### src/rtl/eth_phy_10g_link_ctrl_if.sv
// Control, status and PHY-side signals of the 10G link bring-up sequencer.
// The controller is the slave; whoever drives start/stop and the PHY status is the master.
interface eth_phy_10g_link_ctrl_if;
    logic        start;
    logic        stop;
    logic        prbs_test_en;
    logic        rx_block_lock;
    logic        rx_high_ber;
    logic [6:0]  rx_error_count;
    logic        serdes_rx_reset_req;
    logic        cfg_tx_prbs31_enable;
    logic        cfg_rx_prbs31_enable;
    logic        link_up;
    logic        link_fail;
    logic [2:0]  state;
    logic [3:0]  retry_count;
    logic [15:0] prbs_err_total;

    modport master (
        output start, stop, prbs_test_en, rx_block_lock, rx_high_ber, rx_error_count,
        input  serdes_rx_reset_req, cfg_tx_prbs31_enable, cfg_rx_prbs31_enable,
               link_up, link_fail, state, retry_count, prbs_err_total
    );

    modport slave (
        input  start, stop, prbs_test_en, rx_block_lock, rx_high_ber, rx_error_count,
        output serdes_rx_reset_req, cfg_tx_prbs31_enable, cfg_rx_prbs31_enable,
               link_up, link_fail, state, retry_count, prbs_err_total
    );
endinterface

### src/rtl/eth_phy_10g_link_ctrl.sv
// Link bring-up sequencer for the eth_phy_10g PCS: SERDES rx reset, block-lock wait,
// optional PRBS31 self-test, bounded retries and automatic restart on link loss.
module eth_phy_10g_link_ctrl #(
    parameter int RESET_HOLD   = 8,
    parameter int LOCK_TIMEOUT = 1024,
    parameter int MAX_RETRIES  = 3,
    parameter int PRBS_SETTLE  = 16,
    parameter int PRBS_CYCLES  = 256,
    parameter int PRBS_MAX_ERR = 0
) (
    input  logic                  rx_clk,
    input  logic                  rx_rst,
    eth_phy_10g_link_ctrl_if.slave bus
);

    typedef enum logic [2:0] {
        ST_IDLE      = 3'd0,
        ST_RESET     = 3'd1,
        ST_WAIT_LOCK = 3'd2,
        ST_PRBS      = 3'd3,
        ST_LINK_UP   = 3'd4,
        ST_FAIL      = 3'd5
    } state_t;

    localparam int TIMER_MAX_A = (RESET_HOLD > LOCK_TIMEOUT) ? RESET_HOLD : LOCK_TIMEOUT;
    localparam int TIMER_MAX   = (TIMER_MAX_A > PRBS_CYCLES) ? TIMER_MAX_A : PRBS_CYCLES;
    localparam int TIMER_W     = $clog2(TIMER_MAX + 1);

    state_t             state_q;
    logic [TIMER_W-1:0] timer_q;
    logic               prbs_mode_q;
    logic [3:0]         retry_q;
    logic [15:0]        err_total_q;
    logic               reset_req_q;
    logic               prbs_en_q;
    logic               link_up_q;
    logic               link_fail_q;

    logic               lock_ok;
    logic [16:0]        err_sum;
    logic [15:0]        err_next;
    logic               prbs_pass;

    assign lock_ok = bus.rx_block_lock && !bus.rx_high_ber;

    // Running PRBS total including this cycle's count, so the final cycle is part of the verdict.
    assign err_sum   = {1'b0, err_total_q} + {10'd0, bus.rx_error_count};
    assign err_next  = (timer_q >= TIMER_W'(PRBS_SETTLE))
                       ? (err_sum[16] ? 16'hFFFF : err_sum[15:0])
                       : err_total_q;
    assign prbs_pass = ({16'd0, err_next} <= 32'(PRBS_MAX_ERR));

    always_ff @(posedge rx_clk) begin
        if (rx_rst) begin
            state_q     <= ST_IDLE;
            timer_q     <= '0;
            prbs_mode_q <= 1'b0;
            retry_q     <= '0;
            err_total_q <= '0;
            reset_req_q <= 1'b0;
            prbs_en_q   <= 1'b0;
            link_up_q   <= 1'b0;
            link_fail_q <= 1'b0;
        end else if (bus.stop) begin
            state_q     <= ST_IDLE;
            reset_req_q <= 1'b0;
            prbs_en_q   <= 1'b0;
            link_up_q   <= 1'b0;
            link_fail_q <= 1'b0;
        end else begin
            case (state_q)
                ST_IDLE, ST_FAIL: begin
                    if (bus.start) begin
                        state_q     <= ST_RESET;
                        prbs_mode_q <= bus.prbs_test_en;
                        retry_q     <= '0;
                        timer_q     <= '0;
                        reset_req_q <= 1'b1;
                        link_fail_q <= 1'b0;
                    end
                end
                ST_RESET: begin
                    if (timer_q == TIMER_W'(RESET_HOLD - 1)) begin
                        state_q     <= ST_WAIT_LOCK;
                        timer_q     <= '0;
                        reset_req_q <= 1'b0;
                    end else begin
                        timer_q <= timer_q + TIMER_W'(1);
                    end
                end
                ST_WAIT_LOCK: begin
                    // A lock seen on the timeout cycle still counts as success.
                    if (lock_ok) begin
                        timer_q <= '0;
                        if (prbs_mode_q) begin
                            state_q     <= ST_PRBS;
                            prbs_en_q   <= 1'b1;
                            err_total_q <= '0;
                        end else begin
                            state_q   <= ST_LINK_UP;
                            link_up_q <= 1'b1;
                            retry_q   <= '0;
                        end
                    end else if (timer_q == TIMER_W'(LOCK_TIMEOUT - 1)) begin
                        timer_q <= '0;
                        if (retry_q == 4'(MAX_RETRIES - 1)) begin
                            state_q     <= ST_FAIL;
                            link_fail_q <= 1'b1;
                        end else begin
                            state_q     <= ST_RESET;
                            retry_q     <= retry_q + 4'd1;
                            reset_req_q <= 1'b1;
                        end
                    end else begin
                        timer_q <= timer_q + TIMER_W'(1);
                    end
                end
                ST_PRBS: begin
                    err_total_q <= err_next;
                    if (timer_q == TIMER_W'(PRBS_CYCLES - 1)) begin
                        timer_q   <= '0;
                        prbs_en_q <= 1'b0;
                        if (prbs_pass) begin
                            state_q   <= ST_LINK_UP;
                            link_up_q <= 1'b1;
                            retry_q   <= '0;
                        end else begin
                            state_q     <= ST_FAIL;
                            link_fail_q <= 1'b1;
                        end
                    end else begin
                        timer_q <= timer_q + TIMER_W'(1);
                    end
                end
                ST_LINK_UP: begin
                    // Link loss restarts as a fresh bring-up; retry_count is already 0 here.
                    if (!lock_ok) begin
                        state_q     <= ST_RESET;
                        timer_q     <= '0;
                        link_up_q   <= 1'b0;
                        reset_req_q <= 1'b1;
                    end
                end
                default: begin
                    state_q     <= ST_IDLE;
                    reset_req_q <= 1'b0;
                    prbs_en_q   <= 1'b0;
                    link_up_q   <= 1'b0;
                    link_fail_q <= 1'b0;
                end
            endcase
        end
    end

    assign bus.state                = state_q;
    assign bus.serdes_rx_reset_req  = reset_req_q;
    assign bus.cfg_tx_prbs31_enable = prbs_en_q;
    assign bus.cfg_rx_prbs31_enable = prbs_en_q;
    assign bus.link_up              = link_up_q;
    assign bus.link_fail            = link_fail_q;
    assign bus.retry_count          = retry_q;
    assign bus.prbs_err_total       = err_total_q;

endmodule

### src/flat_wrapper.sv
// flat-port wrapper written by rule: the top's interface ports become plain ports
module eth_phy_10g_link_ctrl_flat 
#(
    parameter int RESET_HOLD   = 8,
    parameter int LOCK_TIMEOUT = 1024,
    parameter int MAX_RETRIES  = 3,
    parameter int PRBS_SETTLE  = 16,
    parameter int PRBS_CYCLES  = 256,
    parameter int PRBS_MAX_ERR = 0
)
  (rx_clk, rx_rst, bus_start, bus_stop, bus_prbs_test_en, bus_rx_block_lock, bus_rx_high_ber, bus_rx_error_count, bus_serdes_rx_reset_req, bus_cfg_tx_prbs31_enable, bus_cfg_rx_prbs31_enable, bus_link_up, bus_link_fail, bus_state, bus_retry_count, bus_prbs_err_total);
  eth_phy_10g_link_ctrl_if bus_i ();
  input  logic rx_clk;
  input  logic rx_rst;
  input wire logic [$bits(bus_i.start)-1:0] bus_start;
  input wire logic [$bits(bus_i.stop)-1:0] bus_stop;
  input wire logic [$bits(bus_i.prbs_test_en)-1:0] bus_prbs_test_en;
  input wire logic [$bits(bus_i.rx_block_lock)-1:0] bus_rx_block_lock;
  input wire logic [$bits(bus_i.rx_high_ber)-1:0] bus_rx_high_ber;
  input wire logic [$bits(bus_i.rx_error_count)-1:0] bus_rx_error_count;
  output wire logic [$bits(bus_i.serdes_rx_reset_req)-1:0] bus_serdes_rx_reset_req;
  output wire logic [$bits(bus_i.cfg_tx_prbs31_enable)-1:0] bus_cfg_tx_prbs31_enable;
  output wire logic [$bits(bus_i.cfg_rx_prbs31_enable)-1:0] bus_cfg_rx_prbs31_enable;
  output wire logic [$bits(bus_i.link_up)-1:0] bus_link_up;
  output wire logic [$bits(bus_i.link_fail)-1:0] bus_link_fail;
  output wire logic [$bits(bus_i.state)-1:0] bus_state;
  output wire logic [$bits(bus_i.retry_count)-1:0] bus_retry_count;
  output wire logic [$bits(bus_i.prbs_err_total)-1:0] bus_prbs_err_total;
  assign bus_i.start = bus_start;
  assign bus_i.stop = bus_stop;
  assign bus_i.prbs_test_en = bus_prbs_test_en;
  assign bus_i.rx_block_lock = bus_rx_block_lock;
  assign bus_i.rx_high_ber = bus_rx_high_ber;
  assign bus_i.rx_error_count = bus_rx_error_count;
  assign bus_serdes_rx_reset_req = bus_i.serdes_rx_reset_req;
  assign bus_cfg_tx_prbs31_enable = bus_i.cfg_tx_prbs31_enable;
  assign bus_cfg_rx_prbs31_enable = bus_i.cfg_rx_prbs31_enable;
  assign bus_link_up = bus_i.link_up;
  assign bus_link_fail = bus_i.link_fail;
  assign bus_state = bus_i.state;
  assign bus_retry_count = bus_i.retry_count;
  assign bus_prbs_err_total = bus_i.prbs_err_total;
  eth_phy_10g_link_ctrl #(.RESET_HOLD(RESET_HOLD), .LOCK_TIMEOUT(LOCK_TIMEOUT), .MAX_RETRIES(MAX_RETRIES), .PRBS_SETTLE(PRBS_SETTLE), .PRBS_CYCLES(PRBS_CYCLES), .PRBS_MAX_ERR(PRBS_MAX_ERR)) u_core (.rx_clk(rx_clk), .rx_rst(rx_rst), .bus(bus_i));
endmodule
### config.mk
export PLATFORM = sky130hd
export DESIGN_NAME = eth_phy_10g_link_ctrl_flat
export DESIGN_NICKNAME = d
export VERILOG_FILES = /design/src/rtl/eth_phy_10g_link_ctrl_if.sv /design/src/rtl/eth_phy_10g_link_ctrl.sv /design/src/flat_wrapper.sv
export SDC_FILE = /design/constraint.sdc
export NUM_CORES = 1
export LEC_CHECK = 0
export ABC_CLOCK_PERIOD_IN_PS = 7600
export CORE_ASPECT_RATIO = 1.4
export CORE_MARGIN = 2
export CORE_UTILIZATION = 50
export CTS_CLUSTER_DIAMETER = 30
export DETAILED_ROUTE_END_ITERATION = 16
export PLACE_DENSITY = 0.72
export RECOVER_POWER = 50
export REMOVE_ABC_BUFFERS = 1
export SKIP_LAST_GASP = 1
export SLEW_MARGIN = 15
export SYNTH_ARGS = -nofsm -noshare
export SYNTH_HDL_FRONTEND = slang
export SYNTH_SLANG_ARGS = --single-unit
### constraint.sdc
create_clock -name rx_clk -period 7.6 [get_ports rx_clk]
set_input_delay 1.9 -clock rx_clk [delete_from_list [all_inputs] [get_ports rx_clk]]
set_output_delay 1.9 -clock rx_clk [all_outputs]
set_load 0.02 [all_outputs]
==> key figures, run 1 <==
Worst setup path
  • FF-to-FF setup slack: ~4500 ps
  • Reg2reg end: u_core.bus.retry_count[1]
  • Crit path capture type: register
  • Critical path, cell by cell: clkdlybuf4s50_1 > ha_1 > fa_1 > a211oi_1 > o21ai_1 > nand3_1 > a21o_1 > o2111ai_2 > nor3_4 > o21a_2 > a211oi_2
  • Max incr delay on CP: 430 ps
  • WP buf/inv: 1
  • CP max FO: 11
  • CP Data Required Time: 7770 ps
  • Critical path launch point type: input pin
  • Reg2Reg Depth: 10
  • Arrival time worst endpoint: 4890 ps
  • CP max stage cell: fa_1
  • Kind of critical path: in2reg
  • Largest delay contributor family on the critical path: compound AO/OA/AOI/OAI gates
  • Worst flop-to-flop path startpoint: u_core.bus.prbs_err_total[0]

Clocking
  • Deepest clock path buffer count: 2
  • # clock sinks: 39
  • Buffers inserted by post-CTS timing repair: 0
  • H-tree depth: 2
  • Post-cts hold buffer count: 0
  • CTS tree: done
  • Clk Latency, worst-skew pair: 290 ps
  • Clk pin slew, worst setup/hold paths: 70 ps
  • Post-cts gate resize count: 0
  • Root buf cell: clkbuf_8
  • Number of buffers created by CTS: 5

Logic synthesis
  • Flops & latches, synth: 39
  • Synth area leader: dfxtp_1
  • Most common cell in the synthesized netlist: nor2_1
  • Yosys warning count: 0
  • Syn_area_per_cell: 7.73 um^2
  • Synth area leaders: dfxtp_1 (27%), nor2_1 (6.9%), a21oi_1 (5.3%)
  • Syn Inst Count: 379
  • Ys flop type: dfxtp_1
  • Post-synth EDFFs: 0
  • Seq/Total Area, Yosys: 0.266
  • Yosys cell types: between 60 and 70
  • Synth top cells by count: nor2_1 (54), dfxtp_1 (39), a21oi_1 (31), nand2_1 (21), nor3_1 (21)
  • Synth top area share: 0.266
  • FFs w/ async S/R, synth: 0
  • Syn Std Cell Area: 2930 um^2

Outcome
  • Outcome: finished, final reports clean

GRT
  • First-pass GRT wire length: approximately 13000 um
  • Antenna violations before repair: 0
  • GRT Residual Overflow: 0
  • Largest net degree at the start of global routing: 32
  • Vias in the first global route: around 2800
  • Total GRT Usage: 0.273

Final layout
  • Fillers: 571
  • Diodes inserted: 0
  • Fin area: about 3400 um^2
  • Syn-to-layout area delta: 16.5%
  • Layout cells sized above 1: 0.0909
  • Multi-input logic area: around 2000 um^2
  • Final nets: 434
  • Reg area: ~800 um^2

Power
  • Peak supply drop: 0.0721 mV
  • Final Total Pwr: 393 uW
  • Leakage Power: roughly 1.3 nW
  • PwrDens: 115 nW/um^2

Timing
  • Hold WS: roughly 500 ps
  • Final setup violation count: 0
  • Worst-Margin Slew: a little under 1000 ps
  • Setup TNS: 0 ps
  • Final Hold Viols: 0
  • Slew margin rel.: 0.346
  • Skew final: 8.61 ps
  • Final Max Slew Viols: 0
  • Min cycle time layout: 4720 ps
  • RSZ-0062 raised after global routing: false
  • Fmax: approximately 0.21 GHz
  • Final period util: 0.621

Route
  • Routed length on met3: 347 um
  • DR pass1 iterations: 4
  • DRC: 0
  • Vias per cell: just over 6
  • Initial drt markers: 151
  • WL per Instance: 17.6 um
  • Routed Antenna Nets: 0
  • Uppermost layer routed: met4
  • Via count: 2932
  • Met2 WL post-DR: 4480 um
  • Metal-1 WL: about 3400 um
  • Routed WL: 8410 um

Die
  • Die footprint: roughly 6500 um^2
  • Row cnt: 33
  • Core region area: 5780 um^2
  • Initial Utilization: 0.507
  • Die X: just under 70 um
  • # IOs: 42
  • DIE HEIGHT: 94.6 um

Worst hold path
  • Hold path start: u_core.bus.link_up
  • Hold path depth: 2
  • Worst hold path class: reg2reg
  • Hold endpoint: u_core.bus.link_up

Placement
  • Post-Place Cell Area: approximately 3300 um^2
  • Gpl congestion: 0.941
  • DP HPWL: 6310 um
  • Port Buf Inserts: 41

Flow run
  • Max Cap Violations: 0
-- logic make-up after synthesis --
group,Yosys count,synth area share
simple gates,168,0.303
buf+inv,33,0.0504
compound gates,112,0.281
mux,3,0.0102
xor+xnor,12,0.0359
flops,39,0.266
fa+ha+maj,12,0.0538
-- area by class of cell --
cell class,instances,area share
Tap cell,70,0.0257
Timing Repair Buffer,43,0.125
Sequential cell,39,0.229
Clock buffer,6,0.0213
Inverter,12,0.0132
Multi-Input combinational cell,307,0.587
-- metrics by stage --
| step | util | setup slack (ps) | cells |
|---|---|---|---|
| finish | 0.591 | 2880 | 477 |
| global route | 0.591 | 2700 | 477 |
| CTS | 0.591 | 2890 | 477 |
| detailed placement | 0.578 | 2570 | 471 |
| global placement | 0.578 | 2630 | 471 |
| floorplan | - | 3360 | 358 |
-- layout by cell type, fill, tap and decap left out, drive strengths merged, types with 10 or more instances in the layout --
cell / synthesis / final
ha: 11 / 11
clkdlybuf4s50: 0 / 11
o21ai: 16 / 16
nand3: 18 / 18
and3: 10 / 10
inv: 12 / 12
nand2: 22 / 22
nor3: 24 / 24
a211oi: 10 / 10
nor2: 55 / 55
dlygate4sd3: 0 / 30
a21oi: 32 / 32
dfxtp: 39 / 39
-- sequential cells by signal, indices dropped and copies added (netlist names) --
| name | flops |
|---|---|
| u_core.bus.link_up | 1 |
| u_core.bus.serdes_rx_reset_req | 1 |
| u_core.bus.prbs_err_total | 16 |
| u_core.prbs_mode_q | 1 |
| u_core.bus.link_fail | 1 |
| u_core.bus.retry_count | 4 |
| u_core.bus.cfg_rx_prbs31_enable | 1 |
| u_core.timer_q | 11 |
| u_core.bus.state | 3 |
-- power by group --
| part | leakage (nW) | switching (mW) | internal [mW] | total (mW) |
|---|---|---|---|---|
| clock network | 0.0371 | 0.0735 | 0.0614 | 0.135 |
| registers | 0.315 | 0.00404 | 0.206 | 0.210 |
| logic | 0.966 | 0.0272 | 0.0209 | 0.0482 |
| total | 1.32 | 0.105 | 0.288 | 0.393 |
-- worst register-to-register path, delay by kind of cell (launching register included) --
kind | cells | cell delay [ps]
simple gates | 2 | 680
compound gates | 6 | 1240
fa+ha+maj | 2 | 680
flops | 1 | 340
-- worst max-delay path by stage --
stage / slack [ps] / endpoint / from / cells after the start
after floorplan: 3360 / u_core.bus.state[0] / bus_rx_error_count[0] / 10
after global placement: 2630 / u_core.bus.retry_count[1] / bus_rx_error_count[0] / 11
after detailed placement: 2570 / u_core.bus.retry_count[1] / bus_rx_error_count[0] / 11
after CTS: 2890 / u_core.bus.retry_count[1] / bus_rx_error_count[0] / 11
after global routing: 2700 / u_core.bus.retry_count[2] / bus_rx_error_count[0] / 11
final: 2880 / u_core.bus.retry_count[1] / bus_rx_error_count[0] / 11
-- layer usage --
layer	vias to the layer above	GRT usage
li1	1453	-
met1	1374	0.299
met2	86	0.506
met3	19	0.0381
met4	0	0.109
met5	-	0
Note: power is estimated with default switching activity, not from simulation.
==> run 2: changes to the inputs <==
--- a/config.mk
+++ b/config.mk
@@ -5,13 +5,13 @@
 export SDC_FILE = /design/constraint.sdc
 export NUM_CORES = 1
 export LEC_CHECK = 0
-export ABC_CLOCK_PERIOD_IN_PS = 7600
+export ABC_CLOCK_PERIOD_IN_PS = 3800
 export CORE_ASPECT_RATIO = 1.4
 export CORE_MARGIN = 2
 export CORE_UTILIZATION = 50
 export CTS_CLUSTER_DIAMETER = 30
 export DETAILED_ROUTE_END_ITERATION = 16
-export PLACE_DENSITY = 0.72
+export PLACE_DENSITY = 0.75
 export RECOVER_POWER = 50
 export REMOVE_ABC_BUFFERS = 1
 export SKIP_LAST_GASP = 1
==> constraint.sdc (replaced) <==
create_clock -name rx_clk -period 3.8 [get_ports rx_clk]
set_input_delay 0.95 -clock rx_clk [delete_from_list [all_inputs] [get_ports rx_clk]]
set_output_delay 0.95 -clock rx_clk [all_outputs]
set_load 0.02 [all_outputs]
==> key figures, run 2 (same netlist as run 1, synthesis figures left out) <==
Route
  • Via count: between 3000 and 4000
  • Routed Antenna Nets: 0
  • DRC: 0
  • Vias per cell: 6.17
  • Initial drt markers: 137
  • DR pass1 iterations: 4
  • Routed WL: 8710 um
  • WL per Instance: around 18 um

Die
  • Core region area: between 5000 and 6000 um^2
  • Die footprint: 6500 um^2
  • DIE HEIGHT: around 95 um
  • # IOs: 42
  • Row cnt: 33
  • Initial Utilization: 0.507
  • Die X: slightly below 70 um

Timing
  • Fmax: 0.280 GHz
  • Final period util: 0.940
  • Skew final: 6.02 ps
  • Worst-Margin Slew: approximately 710 ps
  • RSZ-0062 raised after global routing: false
  • Slew margin rel.: 0.519
  • Final setup violation count: 0
  • Final Hold Viols: 0
  • Min cycle time layout: 3570 ps
  • Final Max Slew Viols: 0

Power
  • Leakage Power: 1.42 nW
  • Final Total Pwr: roughly 840 uW
  • PwrDens: 234 nW/um^2
  • Peak supply drop: about 0.14 mV

Final layout
  • Layout cells sized above 1: 0.134
  • Diodes inserted: 0
  • Syn-to-layout area delta: 22.0%
  • Layout Cells excl Fill: 496
  • Max FFs per register: 16
  • Reg area: approximately 780 um^2
  • Final nets: 451
  • Most frequent cells in the layout: nor2_1 (54), dfxtp_1 (39), a21oi_1 (31)
  • Multi-input logic area: 2010 um^2
  • Core Util, Final: 0.619
  • Fillers: 540
  • Most common cell after layout, fill and taps aside: nor2_1

Placement
  • Port Buf Inserts: approximately 40
  • Gpl congestion: 0.966
  • Placed Instances: 488
  • DP HPWL: approximately 6600 um

GRT
  • First-pass GRT wire length: between 10000 and 15000 um
  • Vias in the first global route: roughly 3000
  • Largest net degree at the start of global routing: 24
  • Antenna violations before repair: 0
  • Total GRT Usage: 0.283
  • GRT Residual Overflow: 0

Flow run
  • Max Cap Violations: 0

Worst setup path
  • Arrival time worst endpoint: 3720 ps
  • Crit path capture type: register
  • CP max FO: 4
  • Kind of critical path: in2reg
  • Critical path launch point type: input pin
  • Reg2Reg Depth: 9
  • CP Data Required Time: 3950 ps

Clocking
  • Post-cts hold buffer count: 0
  • Clk pin slew, worst setup/hold paths: 80 ps
  • Clk Latency, worst-skew pair: between 200 and 300 ps
  • Deepest clock path buffer count: 2
  • H-tree depth: 2
  • Number of buffers created by CTS: 5
  • # clock sinks: 39
  • CTS tree: done
  • Root buf cell: clkbuf_8

Outcome
  • Outcome: finished, final reports clean

Worst hold path
  • Hold path depth: 2
  • Worst hold path class: reg2reg
run 2: where the power goes:
group	leakage (nW)	total, mW	internal (mW)	switching (mW)
Sequential	0.315	0.419	0.411	0.00755
Clock	0.0505	0.319	0.165	0.154
Combinational	1.05	0.0992	0.0427	0.0564
Total	1.42	0.837	0.619	0.218
run 2: final cells by class:
cell class	count	area share
repair buffers	60	0.155
clock inverters	1	0.00210
inverters	12	0.0126
flip-flops and latches	39	0.218
multi-input cells	307	0.561
well taps	70	0.0245
clock buffers	7	0.0269
run 2: through the flow:
step | area (um^2) | hold slack, ps | setup TNS [ps] | setup slack (ps)
2_1_floorplan | 2830 | 524 | 0 | 513
3_3_place_gp | 3470 | 476 | -165 | -55.2
3_5_place_dp | 3470 | 484 | -446 | -112
4_1_cts | 3570 | 496 | 0 | 203
5_1_grt | 3580 | 520 | 0 | 52.6
6_report | 3580 | 492 | 0 | 229
run 2: worst max-delay path, cell delays in order:
cell and delay, ps:
clkdlybuf4s50_1 400, ha_1 200, fa_1 410, buf_4 160, a211o_1 290, a21oi_1 140, o31ai_1 90, buf_4 150
a211oi_2 180, o2111ai_2 190, nor3_4 270, o21a_2 210, a211oi_2 80
run 2: routing by layer:
layer / routed length [um] / up-vias / track usage
li1: - / 1493 / -
met1: 3370 / 1436 / 0.299
met2: 4620 / 105 / 0.526
met3: 357 / 28 / 0.0358
met4: 368 / 0 / 0.144
met5: 0 / - / 0
run 2: worst paths after layout:
path / slack, ps / end / start
hold / removal: 490 / u_core.bus.link_up / u_core.bus.link_up
setup reg to reg: 750 / u_core.bus.state[0] / u_core.bus.state[1]
setup / recovery: 230 / u_core.bus.retry_count[1] / bus_rx_error_count[0]
hold reg to reg: 490 / u_core.bus.link_up / u_core.bus.link_up
run 2: what timing repair did:
item                                    4_1_cts  5_1_grt
buffers inserted                              0        0
resized for setup                             0        1
endpoints found under the setup margin        0        6
